File: src/rtl/vga_tick_if.sv
// Bundles the tick enable and the raster outputs of the XGA timing generator.
// The master side is the timing generator itself; the slave side is whatever
// consumes the beam position, syncs and the once-per-frame step pulse.
interface vga_tick_if;
   logic        i_en;
   logic [10:0] o_hx;
   logic [10:0] o_vy;
   logic        o_hs;
   logic        o_vs;
   logic        o_de;
   logic        o_tick;
   logic [15:0] o_frm;

   modport master (
      input  i_en,
      output o_hx, o_vy, o_hs, o_vs, o_de, o_tick, o_frm
   );

   modport slave (
      output i_en,
      input  o_hx, o_vy, o_hs, o_vs, o_de, o_tick, o_frm
   );
endinterface

File: src/rtl/vga_tick.sv
// Raster timing generator for the bouncing-sprite display path.
// Walks the beam over an HTOT x VTOT raster, decodes sync/blank for the
// position presented in the same cycle, counts completed frames and emits a
// one-clock step pulse at blank entry every DIV frames while enabled.
module vga_tick #(
   parameter int HACT = 1024,
   parameter int HFP  = 24,
   parameter int HSYN = 136,
   parameter int HBP  = 160,
   parameter int VACT = 768,
   parameter int VFP  = 3,
   parameter int VSYN = 6,
   parameter int VBP  = 29,
   parameter int DIV  = 1
) (
   input logic        i_clk,
   input logic        i_rst,
   vga_tick_if.master bus
);

   localparam int HTOT = HACT + HFP + HSYN + HBP;
   localparam int VTOT = VACT + VFP + VSYN + VBP;

   localparam logic [10:0] HTOT_M1 = 11'(HTOT - 1);
   localparam logic [10:0] VTOT_M1 = 11'(VTOT - 1);
   localparam logic [10:0] HACT_L  = 11'(HACT);
   localparam logic [10:0] VACT_L  = 11'(VACT);
   localparam logic [10:0] HS_BEG  = 11'(HACT + HFP);
   localparam logic [10:0] HS_END  = 11'(HACT + HFP + HSYN - 1);
   localparam logic [10:0] VS_BEG  = 11'(VACT + VFP);
   localparam logic [10:0] VS_END  = 11'(VACT + VFP + VSYN - 1);
   localparam logic [7:0]  DIV_M1  = 8'(DIV - 1);

   logic [10:0] r_hx;
   logic [10:0] r_vy;
   logic        r_hs;
   logic        r_vs;
   logic        r_de;
   logic        r_tick;
   logic [7:0]  r_fcnt;
   logic [15:0] r_frm;

   logic        w_hxWrap;
   logic [10:0] w_hxNext;
   logic [10:0] w_vyNext;
   logic        w_beNext;
   logic        w_hsNext;
   logic        w_vsNext;
   logic        w_deNext;
   logic        w_tickNext;

   // Next beam position plus everything decoded from it, so registered syncs line up with the counters.
   always_comb begin
      w_hxWrap = (r_hx == HTOT_M1);
      w_hxNext = w_hxWrap ? 11'd0 : r_hx + 11'd1;
      w_vyNext = r_vy;
      if (w_hxWrap) begin
         w_vyNext = (r_vy == VTOT_M1) ? 11'd0 : r_vy + 11'd1;
      end
      w_beNext   = (w_hxNext == 11'd0) && (w_vyNext == VACT_L);
      w_hsNext   = !((w_hxNext >= HS_BEG) && (w_hxNext <= HS_END));
      w_vsNext   = !((w_vyNext >= VS_BEG) && (w_vyNext <= VS_END));
      w_deNext   = (w_hxNext < HACT_L) && (w_vyNext < VACT_L);
      w_tickNext = bus.i_en && w_beNext && (r_fcnt == DIV_M1);
   end

   // Beam counters: column every clock, line on column wrap.
   always_ff @(posedge i_clk or posedge i_rst) begin
      if (i_rst) begin
         r_hx <= 11'd0;
         r_vy <= 11'd0;
      end else begin
         r_hx <= w_hxNext;
         r_vy <= w_vyNext;
      end
   end

   // Sync and display-enable registers; reset to the decode of position 0,0.
   always_ff @(posedge i_clk or posedge i_rst) begin
      if (i_rst) begin
         r_hs <= 1'b1;
         r_vs <= 1'b1;
         r_de <= 1'b1;
      end else begin
         r_hs <= w_hsNext;
         r_vs <= w_vsNext;
         r_de <= w_deNext;
      end
   end

   // Frame divider and step pulse; divider is cleared whenever enable is low so a re-enable starts a fresh count.
   always_ff @(posedge i_clk or posedge i_rst) begin
      if (i_rst) begin
         r_fcnt <= 8'd0;
         r_tick <= 1'b0;
      end else begin
         r_tick <= w_tickNext;
         if (!bus.i_en) begin
            r_fcnt <= 8'd0;
         end else if (w_beNext) begin
            r_fcnt <= (r_fcnt == DIV_M1) ? 8'd0 : r_fcnt + 8'd1;
         end
      end
   end

   // Completed-frame counter, bumped on entry to vertical blanking whether or not ticks are enabled.
   always_ff @(posedge i_clk or posedge i_rst) begin
      if (i_rst) begin
         r_frm <= 16'd0;
      end else if (w_beNext) begin
         r_frm <= r_frm + 16'd1;
      end
   end

   assign bus.o_hx   = r_hx;
   assign bus.o_vy   = r_vy;
   assign bus.o_hs   = r_hs;
   assign bus.o_vs   = r_vs;
   assign bus.o_de   = r_de;
   assign bus.o_tick = r_tick;
   assign bus.o_frm  = r_frm;

endmodule
File: src/flat_wrapper.sv
// flat-port wrapper written by rule: the top's interface ports become plain ports
module vga_tick_flat 
#(
   parameter int HACT = 1024,
   parameter int HFP  = 24,
   parameter int HSYN = 136,
   parameter int HBP  = 160,
   parameter int VACT = 768,
   parameter int VFP  = 3,
   parameter int VSYN = 6,
   parameter int VBP  = 29,
   parameter int DIV  = 1
)
  (i_clk, i_rst, bus_i_en, bus_o_hx, bus_o_vy, bus_o_hs, bus_o_vs, bus_o_de, bus_o_tick, bus_o_frm);
  vga_tick_if bus_i ();
  input logic i_clk;
  input logic i_rst;
  input wire logic [$bits(bus_i.i_en)-1:0] bus_i_en;
  output wire logic [$bits(bus_i.o_hx)-1:0] bus_o_hx;
  output wire logic [$bits(bus_i.o_vy)-1:0] bus_o_vy;
  output wire logic [$bits(bus_i.o_hs)-1:0] bus_o_hs;
  output wire logic [$bits(bus_i.o_vs)-1:0] bus_o_vs;
  output wire logic [$bits(bus_i.o_de)-1:0] bus_o_de;
  output wire logic [$bits(bus_i.o_tick)-1:0] bus_o_tick;
  output wire logic [$bits(bus_i.o_frm)-1:0] bus_o_frm;
  assign bus_i.i_en = bus_i_en;
  assign bus_o_hx = bus_i.o_hx;
  assign bus_o_vy = bus_i.o_vy;
  assign bus_o_hs = bus_i.o_hs;
  assign bus_o_vs = bus_i.o_vs;
  assign bus_o_de = bus_i.o_de;
  assign bus_o_tick = bus_i.o_tick;
  assign bus_o_frm = bus_i.o_frm;
  vga_tick #(.HACT(HACT), .HFP(HFP), .HSYN(HSYN), .HBP(HBP), .VACT(VACT), .VFP(VFP), .VSYN(VSYN), .VBP(VBP), .DIV(DIV)) u_core (.i_clk(i_clk), .i_rst(i_rst), .bus(bus_i));
endmodule
File: config.mk
export PLATFORM = sky130hd
export DESIGN_NAME = vga_tick_flat
export DESIGN_NICKNAME = d
export VERILOG_FILES = /design/src/rtl/vga_tick_if.sv /design/src/rtl/vga_tick.sv /design/src/flat_wrapper.sv
export SDC_FILE = /design/constraint.sdc
export NUM_CORES = 1
export LEC_CHECK = 0
export CAP_MARGIN = 20
export CORE_ASPECT_RATIO = 0.8
export CORE_MARGIN = 4
export CORE_UTILIZATION = 54
export DETAILED_ROUTE_END_ITERATION = 16
export GPL_TIMING_DRIVEN = 0
export HOLD_SLACK_MARGIN = 0.06
export PLACE_DENSITY = 0.86
export SYNTH_ARGS = -nofsm -noshare
export SYNTH_HDL_FRONTEND = slang
export SYNTH_SLANG_ARGS = --single-unit
export TNS_END_PERCENT = 20
File: constraint.sdc
create_clock -name i_clk -period 3.25 [get_ports i_clk]
set_input_delay 0.975 -clock i_clk [delete_from_list [all_inputs] [get_ports i_clk]]
set_output_delay 0.975 -clock i_clk [all_outputs]
set_load 0.1 [all_outputs]
# == Yosys cells after proc, flatten, opt, wreduce, memory -nomap -nowiden ==
# Index checks and enable logic that the tools add are counted.
# word_totals
wordCells,38
out_inout_bits,42
register_bits,50
inputBits,3
# classes
n_reduce_logical,10
n_lt_le_gt_ge,6
addsub,4
muxes,6
n_eq_ne,4
# ops
op,count
$mux 11,3
$mux 8,3
$add 11x1->11 const B,2
$eq 11x10->1 const B,2
$add 16x1->16 const B,1
$eq 11x11->1 const B,1
$ge 11x10->1 const B,1
$ge 11x11->1 const B,1
$le 11x10->1 const B,1
$le 11x11->1 const B,1
$logic_not 11->1,1
$lt 11x10->1 const B,1
$lt 11x11->1 const B,1
$add 8x1->8 const B,1
$logic_not 8->1,1
$logic_and 1x1->1,6
$logic_not 1->1,2
$ne 2x1->1 const B,1

# == Logic depth before layout (Yosys ltp) ==
# depth
depth_word,7
ltp_mapped,12
depth_no_buf,10

# == Worst setup path before layout ==
# Ideal clock, no wire load.
# synth_timing
kind,reg2reg
start,"register u_core.r_hx[0], in the netlist u_core.bus.o_hx[0]"
end,"register u_core.r_frm[13], in the netlist u_core.bus.o_frm[13]"
path_stages_with_launch,11
required_ns,3.087
arrival_ns,3.568
setup_ns,0.163
path_buffers,2
setup_slack_ns,-0.480
synth_period_minus_slack_ns,3.730
path_cell_list,dfrtp_1 -> ha_1 -> nand3_2 -> nor4_4 -> buf_4 -> nand4_1 -> a2111oi_2 -> nand3_2 -> buf_6 -> nor4_1 -> xor2_1
# synth_via
elab_chain_cells,4
elab_cells_between_ends,7
cone_classes,1 x add/sub; 2 x eq/ne; 2 x mux; 2 x reduce/logical
# synth_rtl
item,line,rtl
"start, declared",vga_tick.sv:34,logic [10:0] r_hx;
"start signal, assigned",vga_tick.sv:73,r_hx <= w_hxNext;
$add 11x1->11 / $eq 11x11->1 (equally long branches),"vga_tick.sv:55, vga_tick.sv:54",
$mux 11 (on tied branches),"vga_tick.sv:55, vga_tick.sv:57",
$logic_not 11->1 / $eq 11x10->1 (equally long branches),vga_tick.sv:60,w_beNext = (w_hxNext == 11'd0) && (w_vyNext == VACT_L);
$logic_and 1x1->1 (*),vga_tick.sv:60,
"end signal, assigned",vga_tick.sv:111,r_frm <= r_frm + 16'd1;
"end, declared",vga_tick.sv:41,logic [15:0] r_frm;
# Mark *: on every way between the ends. The rest lies on a longest branch, timed or not.
# A chain may end at the register's enable or synchronous reset.

# == Worst setup path in the final report ==
# layout_timing
start,"register u_core.r_hx[7], in the netlist u_core.bus.o_hx[7]"
end,"register u_core.r_frm[11], in the netlist u_core.bus.o_frm[11]"
# Same word-level chain as after synthesis.

==> qor.csv <==
stage;metric;value;unit
timing;rsz0062_at_grt;no;
floorplan;core_area;0.00509;mm^2
clock_tree;numCtsBuffers;5;
clock_tree;cts_tree;yes;
clock_tree;cts_buffer_depth;2;
floorplan;die_y;73.3;um
synth;synthCells;298;
run_status;outcome;finished, final reports clean;
clock_tree;cts_root_buf;clkbuf_8;
clock_tree;cts_sinks;50;
synth;synthArstFlopShare;1.00;
floorplan;io_pins;45;
global_route;antenna_found_initial;0;
finish;nets;368;
worst_setup_path;critPathCaptureType;register;
worst_setup_path;crit_chain;buf_6 -> nand4bb_1 -> buf_2 -> or4_1 -> buf_2 -> o21ai_2 -> o311ai_1 -> nor4b_4 -> buf_4 -> nand3_4 -> buf_6 -> nor4_1 -> xnor2_1;
floorplan;initial_core_util;0.564;
global_route;grt-ovfl-total;0;
synth;yosysTopAreaCell;dfrtp_1;
synth;yosys_warnings;0;
worst_setup_path;crit_path_start_kind;register;
synth;synth-edff-count;0;
worst_setup_path;slowest_stage;dfrtp_2;
synth;syn_nets;309;
finish;antenna_cells;0;
worst_setup_path;arrival;3310;ps
power_and_ir_drop;vdd.ir_drop.worst;318;uV
timing;slew_headroom;0.344;
timing;fin_hold_ws;480;ps
synth;syn_area;0.00288;mm^2
synth;syn_avg_cell_area;9.65;um^2
power_and_ir_drop;leakagePower;1.56;nW
clock_tree;ctsHoldBuffers;0;
timing;period_minus_slack;3080;ps
global_route;grt_pass1_wl;11.4;mm
global_route;grt_pass1_vias;2332;
timing;max_freq;325;MHz
timing;finalSetupViolCount;0;
route;wl_per_cell;17.1;um
route;vias;2579;
place;hpwl;4.86;mm
floorplan;die_w;89.6;um
synth;ys_types;59;
finish;synthToLayoutAreaGrowth;28.8;%
route;viasPerCell;6.14;
global_route;grt_usage;0.224;
finish;finish.instance_area;0.00370;mm^2
clock_tree;cts_htree_levels;2;
floorplan;fp-row-count;23;
worst_setup_path;criticalPathCategory;reg2reg;
timing;fin_crit_sh;0.947;
worst_setup_path;cp_data_required_time;3480;ps
timing;slew_violations;0;
synth;ys.flop_type;dfrtp_1;
route;wl;7.16;mm
synth;ys_ff_latch;50;
timing;hold_violations;0;
route;drc;0;
worst_hold_path;hold_path.class;reg2reg;
route;postRouteAntennaNets;0;
synth;yosys-top-cells-area;dfrtp_1, xor2_1, nand2_1, xnor2_1, ha_1;
timing;worstMarginPinSlew;981;ps
power_and_ir_drop;powerDensity;296;mW/mm^2
floorplan;dieArea;0.00656;mm^2
place;postPlaceCellArea;0.00344;mm^2
finish;drive_above_1_share;0.179;
synth;synth_top_area_frac;0.409;
place;port_buffers;44;
global_route;grt_max_degree;41;
route;initialDrtViolationCount;183;
worst_setup_path;cp_max_fo;9;
place;globalplace.congestion;0.862;
timing;skew;10.8;ps
run;cap_violations;0;
worst_setup_path;critPathMaxStageDelay;430;ps
clock_tree;clk_pin_slew_worst_paths;90;ps
synth;seq_area_frac_synth;0.436;
clock_tree;worstSkewPairLatency;310;ps
route;dr.pass1.iters;5;
-- sequential cells by signal (all words and copies together), names as in the netlist --
signal	count
u_core.bus.o_hx	11
u_core.bus.o_hs	1
u_core.bus.o_vs	1
u_core.bus.o_frm	16
u_core.bus.o_vy	11
u_core.bus.o_de	1
u_core.r_fcnt	8
u_core.bus.o_tick	1
-- cell usage in the layout (no fill, tap or decap), types with 6 or more instances in the layout --
master and count:
o21ai_0 12, inv_1 10, buf_2 6, ha_1 7, dfrtp_2 11, nor3_1 11
xor2_1 13, nand4_1 15, xnor2_1 12, dfrtp_1 33, and3_1 9, clkdlybuf4s50_1 44
nand2_1 30, buf_4 9, nor2_1 17, nand3_1 15
-- final cells by class --
class                           instances  area, um^2
Timing Repair Buffer                   53         536
Multi-Input combinational cell        222        1570
Fill cell                             372        1390
Clock inverter                          3        45.0
Buffer                                 14        90.1
Tap cell                               62        77.6
Inverter                               11        41.3
Clock buffer                            5        68.8
Sequential cell                        50        1280
-- cell usage after synthesis (all sizes together), types with 3 or more instances --
master	number
xor2	13
nand3	17
o31ai	5
nand2b	4
xnor2	12
o311ai	3
dfrtp	47
o211ai	4
clkbuf	5
nor2	17
inv	11
and2	4
nand4	15
a21oi	5
o41ai	4
nand2	30
a21boi	3
nor4	8
buf	10
or4	3
o21ai	14
ha	8
nor3	11
and3	9
nor3b	3
dfstp	3
nor4b	3
or2	3
-- power breakdown --
| part | leakage [nW] | internal [mW] | switching (mW) |
|---|---|---|---|
| Sequential | 0.655 | 0.622 | 0.000000000000000180 |
| Combinational | 0.856 | 0.00605 | 0.0163 |
| Clock | 0.0504 | 0.229 | 0.223 |
-- critical path, delay by kind of cell (launching register included) --
kind / cells / cell delay, ps
compound gates: 2 / 320
xor+xnor: 1 / 170
buf+inv: 5 / 860
flops: 1 / 430
simple gates: 5 / 1220
-- cell families (layout without fill, tap and decap cells) --
logic type               Yosys count  in the layout  synth area share
AND/OR/NAND/NOR                  135            135             0.269
flip-flops                        50             50             0.436
AO/OA/AOI/OAI                     51             51             0.127
XOR/XNOR                          25             25            0.0762
buffers and inverters             26             86            0.0457
adder cells (fa/ha/maj)            8              8            0.0348
multiplexers                       3              3            0.0109
-- path summary, 6_finish.rpt --
| path | start | to | slack (ps) | cells after the start |
|---|---|---|---|---|
| setup / recovery | u_core.bus.o_hx[7] | u_core.bus.o_frm[11] | 170 | 13 |
| hold / removal | u_core.bus.o_frm[15] | u_core.bus.o_frm[15] | 480 | 1 |
| setup reg to reg | u_core.bus.o_hx[7] | u_core.bus.o_frm[11] | 170 | 13 |
| hold reg to reg | u_core.bus.o_frm[15] | u_core.bus.o_frm[15] | 480 | 1 |
| max in group asynchronous | i_rst | u_core.bus.o_vs | 1770 | 3 |
| min in group asynchronous | i_rst | u_core.bus.o_hx[6] | 920 | 2 |
-- repair_timing --
| item | CTS | global route |
|---|---|---|
| buffers inserted | 2 | 5 |
| endpoints found under the setup margin | 13 | 22 |
| pin swaps | 3 | 5 |
| gates cloned | 0 | 1 |
| resized for setup | 5 | 12 |
-- per-layer routing --
metal  vias up  global-route usage  routed length (um)  part of all wire
met4         0              0.0579                 134             0.019
met5         -                   0                   0                 0
met3        15              0.0437                 362             0.051
li1       1213                   -                   -                 -
met2        93               0.340                3400              0.47
met1      1258               0.329                3270              0.46
-- through the flow --
stage | power, mW | utilization | TNS, ps | instances | setup slack [ps]
global placement | 0.653 | 0.672 | -1110 | 404 | -172
finish | 1.10 | 0.727 | 0 | 420 | 172
detailed placement | 0.657 | 0.676 | -669 | 405 | -118
CTS | 1.10 | 0.709 | 0 | 415 | 44.7
floorplan | 0.646 | - | 0 | 298 | 7.71
global route | 1.13 | 0.727 | 0 | 420 | 13.8
(Power assumes the default switching activity.)
